===== src/rtl/muldiv_if.sv =====
// muldiv_if: request/response bundle for the iterative multiply/divide unit.
//   start, alu_control, a, b : operation request (sampled while busy=0)
//   hi_we, lo_we, wdata      : mthi/mtlo register writes
//   busy, done, hi, lo       : status pulse/level and architectural HI/LO
// master = pipeline side (drives requests), slave = muldiv_unit.
interface muldiv_if #(
    parameter int WIDTH = 32
);
    logic             start;
    logic [3:0]       alu_control;
    logic [WIDTH-1:0] a;
    logic [WIDTH-1:0] b;
    logic             hi_we;
    logic             lo_we;
    logic [WIDTH-1:0] wdata;
    logic             busy;
    logic             done;
    logic [WIDTH-1:0] hi;
    logic [WIDTH-1:0] lo;

    modport master (
        output start, alu_control, a, b, hi_we, lo_we, wdata,
        input  busy, done, hi, lo
    );

    modport slave (
        input  start, alu_control, a, b, hi_we, lo_we, wdata,
        output busy, done, hi, lo
    );
endinterface


===== src/rtl/muldiv_unit.sv =====
// muldiv_unit: iterative mult/multu/div/divu with architectural HI/LO.
//   clk  : rising-edge clock
//   rst  : synchronous active-high reset
//   bus  : muldiv_if.slave (request, mthi/mtlo write, busy/done, hi/lo)
// Operation codes (alu_control): 1100 mult, 1101 multu, 1110 div, 1111 divu.
// Flow: IDLE -(accept)-> RUN (WIDTH cycles, one bit each) -> FIX -> IDLE.
// Operands are reduced to magnitudes at acceptance; FIX restores signs.
module muldiv_unit #(
    parameter int WIDTH = 32
) (
    input  logic     clk,
    input  logic     rst,
    muldiv_if.slave  bus
);
    localparam int CW = (WIDTH > 1) ? $clog2(WIDTH) : 1;

    typedef enum logic [1:0] {IDLE, RUN, FIX} state_t;

    state_t             state_reg, state_next;
    logic               is_div_reg, is_div_next;
    logic               neg_lo_reg, neg_lo_next;   // negate product / quotient
    logic               neg_hi_reg, neg_hi_next;   // remainder follows dividend sign
    logic [WIDTH-1:0]   operand_reg, operand_next; // |b|: multiplicand or divisor
    logic [2*WIDTH-1:0] acc_reg, acc_next;         // mult: {partial, multiplier}; div: {rem, dividend/quot}
    logic [CW-1:0]      count_reg, count_next;
    logic [WIDTH-1:0]   hi_reg, hi_next;
    logic [WIDTH-1:0]   lo_reg, lo_next;
    logic               done_reg, done_next;

    logic               accept;
    logic               is_signed;
    logic               a_neg;
    logic               b_neg;
    logic [WIDTH-1:0]   mag_a;
    logic [WIDTH-1:0]   mag_b;
    logic [WIDTH:0]     mul_sum;
    logic [WIDTH:0]     div_cand;
    logic [WIDTH:0]     div_diff;
    logic [2*WIDTH-1:0] prod_fix;
    logic [WIDTH-1:0]   quot;
    logic [WIDTH-1:0]   rem;

    assign accept    = (state_reg == IDLE) && bus.start && (bus.alu_control[3:2] == 2'b11);
    assign is_signed = ~bus.alu_control[0];
    assign a_neg     = is_signed & bus.a[WIDTH-1];
    assign b_neg     = is_signed & bus.b[WIDTH-1];
    // The most-negative value maps onto itself, which read as unsigned is the
    // correct magnitude, so no extra bit is needed.
    assign mag_a     = a_neg ? -bus.a : bus.a;
    assign mag_b     = b_neg ? -bus.b : bus.b;

    // Multiply step: conditionally add into the upper half, then shift right.
    assign mul_sum   = {1'b0, acc_reg[2*WIDTH-1:WIDTH]}
                     + {1'b0, (acc_reg[0] ? operand_reg : {WIDTH{1'b0}})};
    // Restoring divide step: bring the next dividend bit into the remainder.
    // With a zero divisor every step subtracts nothing, so the quotient fills
    // with ones and the remainder ends as the dividend magnitude.
    assign div_cand  = {acc_reg[2*WIDTH-1:WIDTH], acc_reg[WIDTH-1]};
    assign div_diff  = div_cand - {1'b0, operand_reg};

    assign prod_fix  = neg_lo_reg ? -acc_reg : acc_reg;
    assign quot      = acc_reg[WIDTH-1:0];
    assign rem       = acc_reg[2*WIDTH-1:WIDTH];

    always_comb begin
        state_next   = state_reg;
        is_div_next  = is_div_reg;
        neg_lo_next  = neg_lo_reg;
        neg_hi_next  = neg_hi_reg;
        operand_next = operand_reg;
        acc_next     = acc_reg;
        count_next   = count_reg;
        hi_next      = hi_reg;
        lo_next      = lo_reg;
        done_next    = 1'b0;

        case (state_reg)
            IDLE: begin
                if (accept) begin
                    state_next   = RUN;
                    is_div_next  = bus.alu_control[1];
                    // A zero divisor leaves the all-ones quotient uncorrected.
                    neg_lo_next  = (a_neg ^ b_neg) && !(bus.alu_control[1] && (bus.b == '0));
                    neg_hi_next  = a_neg;
                    operand_next = mag_b;
                    acc_next     = {{WIDTH{1'b0}}, mag_a};
                    count_next   = '0;
                end else begin
                    if (bus.hi_we) hi_next = bus.wdata;
                    if (bus.lo_we) lo_next = bus.wdata;
                end
            end
            RUN: begin
                if (is_div_reg) begin
                    if (div_cand >= {1'b0, operand_reg})
                        acc_next = {div_diff[WIDTH-1:0], acc_reg[WIDTH-2:0], 1'b1};
                    else
                        acc_next = {div_cand[WIDTH-1:0], acc_reg[WIDTH-2:0], 1'b0};
                end else begin
                    acc_next = {mul_sum, acc_reg[WIDTH-1:1]};
                end
                count_next = count_reg + CW'(1);
                if (count_reg == CW'(WIDTH - 1))
                    state_next = FIX;
            end
            FIX: begin
                if (is_div_reg) begin
                    hi_next = neg_hi_reg ? -rem : rem;
                    lo_next = neg_lo_reg ? -quot : quot;
                end else begin
                    hi_next = prod_fix[2*WIDTH-1:WIDTH];
                    lo_next = prod_fix[WIDTH-1:0];
                end
                done_next  = 1'b1;
                state_next = IDLE;
            end
            default: state_next = IDLE;
        endcase
    end

    always_ff @(posedge clk) begin
        if (rst) begin
            state_reg   <= IDLE;
            is_div_reg  <= 1'b0;
            neg_lo_reg  <= 1'b0;
            neg_hi_reg  <= 1'b0;
            operand_reg <= '0;
            acc_reg     <= '0;
            count_reg   <= '0;
            hi_reg      <= '0;
            lo_reg      <= '0;
            done_reg    <= 1'b0;
        end else begin
            state_reg   <= state_next;
            is_div_reg  <= is_div_next;
            neg_lo_reg  <= neg_lo_next;
            neg_hi_reg  <= neg_hi_next;
            operand_reg <= operand_next;
            acc_reg     <= acc_next;
            count_reg   <= count_next;
            hi_reg      <= hi_next;
            lo_reg      <= lo_next;
            done_reg    <= done_next;
        end
    end

    assign bus.busy = (state_reg != IDLE);
    assign bus.done = done_reg;
    assign bus.hi   = hi_reg;
    assign bus.lo   = lo_reg;
endmodule


===== src/flat_wrapper.sv =====
// flat-port wrapper written by rule: the top's interface ports become plain ports
module muldiv_unit_flat 
#(
    parameter int WIDTH = 32
)
  (clk, rst, bus_start, bus_alu_control, bus_a, bus_b, bus_hi_we, bus_lo_we, bus_wdata, bus_busy, bus_done, bus_hi, bus_lo);
  muldiv_if #(.WIDTH(WIDTH)) bus_i ();
  input  logic clk;
  input  logic rst;
  input wire logic [$bits(bus_i.start)-1:0] bus_start;
  input wire logic [$bits(bus_i.alu_control)-1:0] bus_alu_control;
  input wire logic [$bits(bus_i.a)-1:0] bus_a;
  input wire logic [$bits(bus_i.b)-1:0] bus_b;
  input wire logic [$bits(bus_i.hi_we)-1:0] bus_hi_we;
  input wire logic [$bits(bus_i.lo_we)-1:0] bus_lo_we;
  input wire logic [$bits(bus_i.wdata)-1:0] bus_wdata;
  output wire logic [$bits(bus_i.busy)-1:0] bus_busy;
  output wire logic [$bits(bus_i.done)-1:0] bus_done;
  output wire logic [$bits(bus_i.hi)-1:0] bus_hi;
  output wire logic [$bits(bus_i.lo)-1:0] bus_lo;
  assign bus_i.start = bus_start;
  assign bus_i.alu_control = bus_alu_control;
  assign bus_i.a = bus_a;
  assign bus_i.b = bus_b;
  assign bus_i.hi_we = bus_hi_we;
  assign bus_i.lo_we = bus_lo_we;
  assign bus_i.wdata = bus_wdata;
  assign bus_busy = bus_i.busy;
  assign bus_done = bus_i.done;
  assign bus_hi = bus_i.hi;
  assign bus_lo = bus_i.lo;
  muldiv_unit #(.WIDTH(WIDTH)) u_core (.clk(clk), .rst(rst), .bus(bus_i));
endmodule

===== config.mk =====
export PLATFORM = sky130hd
export DESIGN_NAME = muldiv_unit_flat
export DESIGN_NICKNAME = d
export VERILOG_FILES = /design/src/rtl/muldiv_if.sv /design/src/rtl/muldiv_unit.sv /design/src/flat_wrapper.sv
export SDC_FILE = /design/constraint.sdc
export NUM_CORES = 1
export LEC_CHECK = 0
export CAP_MARGIN = 20
export CORE_MARGIN = 5
export CORE_UTILIZATION = 53
export CTS_BUF_LIST = sky130_fd_sc_hd__clkbuf_4
export DETAILED_ROUTE_END_ITERATION = 8
export MAX_ROUTING_LAYER = met4
export PLACE_DENSITY = 0.8
export SLEW_MARGIN = 40
export SYNTH_ARGS = -nofsm -noshare
export SYNTH_HDL_FRONTEND = slang
export SYNTH_SLANG_ARGS = --single-unit

===== constraint.sdc =====
create_clock -name clk -period 3.05 [get_ports clk]
set_input_delay 0.4575 -clock clk [delete_from_list [all_inputs] [get_ports clk]]
set_output_delay 0.4575 -clock clk [all_outputs]
set_load 0.005 [all_outputs]

==> reports/results.tsv, run 1 <==
metric	value	unit
CTS sink cnt	171	
Tmin final	3.055	ns
HPWL after DPL	38.22	mm
RR Endpoint	u_core.acc_reg[56]	
vias in the first global route	14391	
Core Rows	59	
Die Wd	172.5	um
first-pass GRT wire length	77.20	mm
Synth Area per Inst	7.438	um^2
f_max	327.3	MHz
fin area	18700	um^2
count leader, synth	nor2_1	
failing checks	setup timing	
chip height	172.5	um
gate count of the mapped netlist	1882	
I/O pins	171	
Least-Margin Pin Slew	0.8096	ns
PortBufs	170	
Iteration-0 DRC Markers	1696	
hold crit path type	in2reg	
R2R cell count	14	
Worst setup SP type	register	
Mapped Area	14000	um^2
GR Util All Layers	31.83	%
GRT Residual Overflow	0	
wire per inst	19.60	um
Post-synth top flop	dfxtp_1	
final worst slack	-0.005476	ns
synthesis-to-finish area growth	33.60	%
Yosys cell types	79	
asr flop ratio synth	0	%
Initial Utilization	53.72	%
fin. max-slew vios	0	
clk_lat worst skew	0.64	ns
Lkg Pwr	7.523	nW
Clock Root Buffer	clkbuf_4	
worst reg-to-reg setup slack	-0.005	ns
synthesized flop and latch total	171	
CTS tree	yes	
clk slew on worst S/H paths	0.16	ns
initial antenna violation count	2	
Placer Congestion	1.023	
clock skew	0.04455	ns
Multi-input gate area	10420	um^2
wire length on met2	22.66	mm
Util after Layout	71.77	%
DP Area	17510	um^2
met1 wire length	21.73	mm
Worst R2R Start	u_core.acc_reg[0]	
synth warn	0	
die outline area	29760	um^2
sequential cell area	3446	um^2
Synth top cells by count	270 x nor2_1, 171 x dfxtp_1, 161 x a21oi_1	
VDD IR-drop max	0.0002410	V
Seq/Total Area, Yosys	24.45	%
# fillers	2056	
CP max FO	5	
Synth area leader	dfxtp_1	
crit path kind	reg2reg	
final worst-path cycle share	100.2	%
max cap viols	0	
met3 wire length	4.549	mm
CP Data Required Time	3.56	ns
power density of the placed cells	330.0	nW/um^2
DR vias	15905	
layout cells sized above 1	20.16	%
H-tree Lvls	4	
largest net degree at the start of global routing	76	
Setup-failing EPs final	1	
Post-Route WL	50.06	mm
outcome	finished with violations	
antenna-violating nets left	0	
Worst EP arrival	3.57	ns
Total Nets Final	2381	
total CTS buffers	17	
Initial DRT Pass Iterations	6	
Syn Nets	2059	
Placeable Area	26060	um^2
share of the synthesized area in the top cell type	24.45	%
Hold Buf Count CTS	0	
crit path to	u_core.acc_reg[56]	
RSZ-0062 raised after global routing	true	
Max Used Layer	met4	
EDFF count, synth	0	
critical path endpoint category	register	
Slew Limit Headroom	46.02	%
clock buffer depth	2	
Remaining DRCs	0	
start point of the critical path	u_core.acc_reg[0]	
top post-synthesis cells by area	dfxtp_1 24%, nor2_1 7.2%, a211oi_1 6.9%, ha_1 6.3%, a21oi_1 5.8%	
Hold Fails Final Rpt	0	
vias per cell	6.227	
number of flip-flops in the largest register	64	
[power breakdown]
| part | switching [mW] | internal, mW | leakage (nW) |
|---|---|---|---|
| combinational | 1.14 | 1.03 | 5.95 |
| sequential | 0.116 | 2.36 | 1.41 |
| clock | 1.05 | 0.468 | 0.172 |
| total | 2.31 | 3.86 | 7.52 |
[layout by cell type, fill, tap and decap left out, drive strengths merged, types with 20 or more instances in the layout]
master / n
clkdlybuf4s50: 169
mux2i: 41
nand2: 120
nor4: 23
xor2: 87
xnor2: 73
dfxtp: 171
buf: 275
a21o: 37
nand2b: 20
o31ai: 26
nor3: 36
o21ai: 112
a211oi: 129
ha: 70
inv: 70
nand3: 20
nor2: 270
a21oi: 162
[cells by family (layout without fill, tap and decap cells)]
group	Yosys count	in the layout	synth area share, %
AOI/OAI and AO/OA	625	625	29.64
buffers and inverters	204	539	5.658
DFF	171	171	24.45
adders and majority gates	72	72	6.543
xor gates and xnor gates	160	160	10.01
and+or+nand+nor	607	607	20.60
other	0	2	0
muxes	43	43	3.093
[per-layer routing]
layer / GRT usage (%) / vias up
met5: - / -
met4: 7.362 / 0
met1: 44.40 / 7496
met2: 48.77 / 765
met3: 4.829 / 100
li1: - / 7544
[stage by stage]
stage,setup WS [ns],std cells,power [mW],setup TNS (ns),hold slack [ns]
global placement,-0.2822,2495,4.398,-3.308,0.4384
finish,-0.005476,2554,6.171,-0.005476,0.3647
CTS,-0.05540,2531,5.952,-0.08261,0.3498
floorplan,0.01285,1882,3.613,0,0.4319
global route,-0.1727,2554,6.440,-0.8622,0.3692
detailed placement,-0.3573,2495,4.448,-5.046,0.4497
[critical path, stage by stage (launching register included)]
cell and delay [ns]:
dfxtp_4 0.40, inv_4 0.05, buf_4 0.14, nor2_1 0.10, ha_1 0.30, o21ai_1 0.27, o21ai_2 0.10, a32oi_1 0.22
buf_4 0.18, a21oi_2 0.08, o41a_1 0.37, a211oi_2 0.22, xor2_1 0.21, nor2_1 0.06, a221o_1 0.25
[how the worst min path moves through the flow]
stage,start,end,depth (start not counted)
2_1_floorplan,u_core.operand_reg[31],u_core.operand_reg[31],2
3_3_place_gp,u_core.bus.hi[15],u_core.bus.hi[15],2
3_5_place_dp,u_core.bus.hi[15],u_core.bus.hi[15],2
4_1_cts,rst,u_core.state_reg[1],4
5_1_grt,rst,u_core.state_reg[1],4
6_report,rst,u_core.state_reg[1],4
[cell type report]
| class | count | area share (%) |
|---|---|---|
| Antenna cell | 2 | 0.02676 |
| Sequential cell | 171 | 18.43 |
| Clock buffer | 17 | 0.6824 |
| Timing Repair Buffer | 445 | 20.60 |
| Tap cell | 335 | 2.241 |
| Inverter | 62 | 1.258 |
| Multi-Input combinational cell | 1507 | 55.73 |
| Clock inverter | 15 | 1.037 |
[repair_timing]
action                     in CTS  in global routing
gates resized for setup        38                121
setup endpoints to repair      33                 49
setup buffers                   4                 21
pin swaps                      11                 42
cloned                          0                  1
No activity file was read; power rests on OpenSTA's default activity.
==> run 2, diff against run 1 <==
--- a/config.mk
+++ b/config.mk
@@ -7,11 +7,10 @@
 export LEC_CHECK = 0
 export CAP_MARGIN = 20
 export CORE_MARGIN = 5
-export CORE_UTILIZATION = 53
-export CTS_BUF_LIST = sky130_fd_sc_hd__clkbuf_4
+export CORE_UTILIZATION = 52
 export DETAILED_ROUTE_END_ITERATION = 8
 export MAX_ROUTING_LAYER = met4
-export PLACE_DENSITY = 0.8
+export PLACE_DENSITY = 0.78
 export SLEW_MARGIN = 40
 export SYNTH_ARGS = -nofsm -noshare
 export SYNTH_HDL_FRONTEND = slang
==> run 2 against run 1 <==
The run still ends with setup timing left; clock skew down 0.027 ns; setup slack worse by 0.029 ns; non-clock buffer count up 38; total power up 15%; first-iteration DRC count up 26%; sequential share of layout area down 0.81 points; highest routed layer unchanged.
==> reports/results.tsv, run 2 (synthesized netlist as in run 1, its figures left out) <==
metric	value	unit	change
outcome	finished with violations		
failing checks	setup timing		
max cap viols	0		unchanged
number of flip-flops in the largest register	64		unchanged
Slew Limit Headroom	43.28	%	-2.7 points
wire per inst	20.44	um	+4.3%
GRT Residual Overflow	0		unchanged
synthesis-to-finish area growth	39.21	%	
CTS tree	yes		
Die Wd	174.1	um	+0.90%
crit path kind	reg2reg		
worst hold endpoint	u_core.operand_reg[31]		
total power	7.091	mW	+15%
antenna-violating nets left	0		unchanged
initial antenna violation count	0		-2
H-tree Lvls	4		unchanged
Post-Route WL	53.07	mm	+6.0%
ant diodes	0		-2
fin area	19490	um^2	+4.2%
f_max	324.2	MHz	-0.94%
Worst R2R Start	u_core.acc_reg[0]		
hold path cells	2		-2
total CTS buffers	17		unchanged
Remaining DRCs	0		unchanged
die outline area	30300	um^2	+1.8%
I/O pins	171		unchanged
worst hold margin	0.4718	ns	+0.1071 ns
Total Nets Final	2419		+1.6%
hold crit path type	reg2reg		
Hold Fails Final Rpt	0		unchanged
largest net degree at the start of global routing	72		-5.3%
CTS sink cnt	171		unchanged
Least-Margin Pin Slew	0.8476	ns	+0.03798 ns
Worst setup SP type	register		
Core Rows	60		+1.7%
R2R cell count	15		+1
Clock Root Buffer	clkbuf_16		
GR Util All Layers	32.79	%	+0.96 points
vias in the first global route	14951		+3.9%
final worst-path cycle share	101.1	%	+0.95 points
Worst EP arrival	3.42	ns	-0.15 ns
Placer Congestion	1.017		-0.54%
most frequent cells in the layout	298 x buf_4, 257 x nor2_1, 169 x clkdlybuf4s50_1		
first-pass GRT wire length	79.57	mm	+3.1%
slowest cell delay on critical path	0.36	ns	-0.04 ns
layout cells sized above 1	22.04	%	+1.9 points
PortBufs	170		unchanged
# fillers	2045		-0.54%
clock skew	0.01793	ns	-0.02661 ns
Setup-failing EPs final	4		+3
crit path cell chain	inv_4 -> buf_4 -> nor2_1 -> ha_2 -> o211ai_1 -> a21oi_4 -> a211oi_2 -> o41ai_2 -> buf_4 -> buf_4 -> a211oi_4 -> o21bai_1 -> xnor2_1 -> nor2_1 -> a221o_1		
Placeable Area	26730	um^2	+2.6%
fin. max-slew vios	0		unchanged
Tmin final	3.085	ns	+0.02911 ns
chip height	174.1	um	+0.90%
Initial DRT Pass Iterations	7		+1
power density of the placed cells	363.9	nW/um^2	+10%
DP Area	17790	um^2	+1.6%
critical path endpoint category	register		
worst reg-to-reg setup slack	-0.03	ns	-0.03 ns
DR vias	16308		+2.5%
HPWL after DPL	39.01	mm	+2.1%
final worst slack	-0.03459	ns	-0.02911 ns
Lkg Pwr	7.811	nW	+3.8%
clock buffer depth	2		unchanged
hold_sp	u_core.operand_reg[31]		
most common cell after layout, fill and taps aside	buf_4		
VDD IR-drop max	0.0003532	V	+47%
RSZ-0062 raised after global routing	true		
Iteration-0 DRC Markers	2142		+26%
CP max FO	4		-1
Initial Utilization	52.38	%	-1.3 points
vias per cell	6.282		+0.87%
clk_lat worst skew	0.45	ns	-0.19 ns
clk slew on worst S/H paths	0.08	ns	-0.08 ns
CP Data Required Time	3.38	ns	-0.18 ns
RR Endpoint	u_core.acc_reg[47]		
Worst path most repeated cell	buf_4		
CP max stage cell	dfxtp_2		
==> run 2: worst max-delay path by stage <==
| stage | startpoint | end | cells after the start |
|---|---|---|---|
| floorplan | u_core.acc_reg[0] | u_core.acc_reg[56] | 13 |
| global placement | bus_a[17] | u_core.acc_reg[29] | 10 |
| detailed placement | bus_b[6] | u_core.neg_lo_reg | 10 |
| CTS | u_core.acc_reg[0] | u_core.acc_reg[53] | 16 |
| global route | u_core.acc_reg[0] | u_core.acc_reg[56] | 15 |
| finish | u_core.acc_reg[0] | u_core.acc_reg[47] | 15 |
==> run 2: per-stage QoR <==
step / setup WS, ns / setup TNS [ns] / instances / util [%]
global placement: -0.2552 / -2.935 / 2534 / 66.58
detailed placement: -0.2852 / -5.645 / 2534 / 66.58
floorplan: 0.01285 / 0 / 1882 / -
CTS: -0.04793 / -0.09040 / 2581 / 70.27
global route: -0.1191 / -0.7419 / 2596 / 72.92
finish: -0.03459 / -0.06256 / 2596 / 72.92
==> run 2: cell type report <==
type                            instances  area [um^2]  share of cell area (%)
Clock buffer                           17        425.4                   2.183
Clock inverter                         15        198.9                   1.021
Inverter                               62        235.2                   1.207
Multi-Input combinational cell       1507        10600                   54.39
Sequential cell                       171         3432                   17.61
Tap cell                              341        426.7                   2.189
Timing Repair Buffer                  483         4170                   21.40
==> run 2: what timing repair did <==
action / CTS / global route
resized for setup: 58 / 124
endpoints found under the setup margin: 29 / 49
hold buffers: 0 / 0
cloned: 0 / 1
pin swaps: 25 / 66
hold endpoints to repair: 0 / 0
setup buffers: 15 / 17
==> run 2: report_power, final <==
group / total, mW / internal, mW / switching, mW
combinational: 2.29 / 1.08 / 1.22
sequential: 2.46 / 2.35 / 0.109
clock: 2.34 / 1.19 / 1.14
==> run 2: layer usage <==
layer	part of all wire (%)	GRT usage [%]	wire [um]	vias up
met1	42	45.43	22400	7623
met5	0	-	0	-
met3	11	5.611	5847	126
met2	44	49.36	23280	940
li1	-	-	-	7619
met4	2.9	9.370	1540	0
==> run 2: critical path: cells and delay by family, from the launching register on <==
family / cells / cell delay [ns]
compound gates: 7 / 1.47
buf+inv: 4 / 0.50
flops: 1 / 0.36
fa+ha+maj: 1 / 0.30
simple gates: 2 / 0.18
xor+xnor: 1 / 0.18
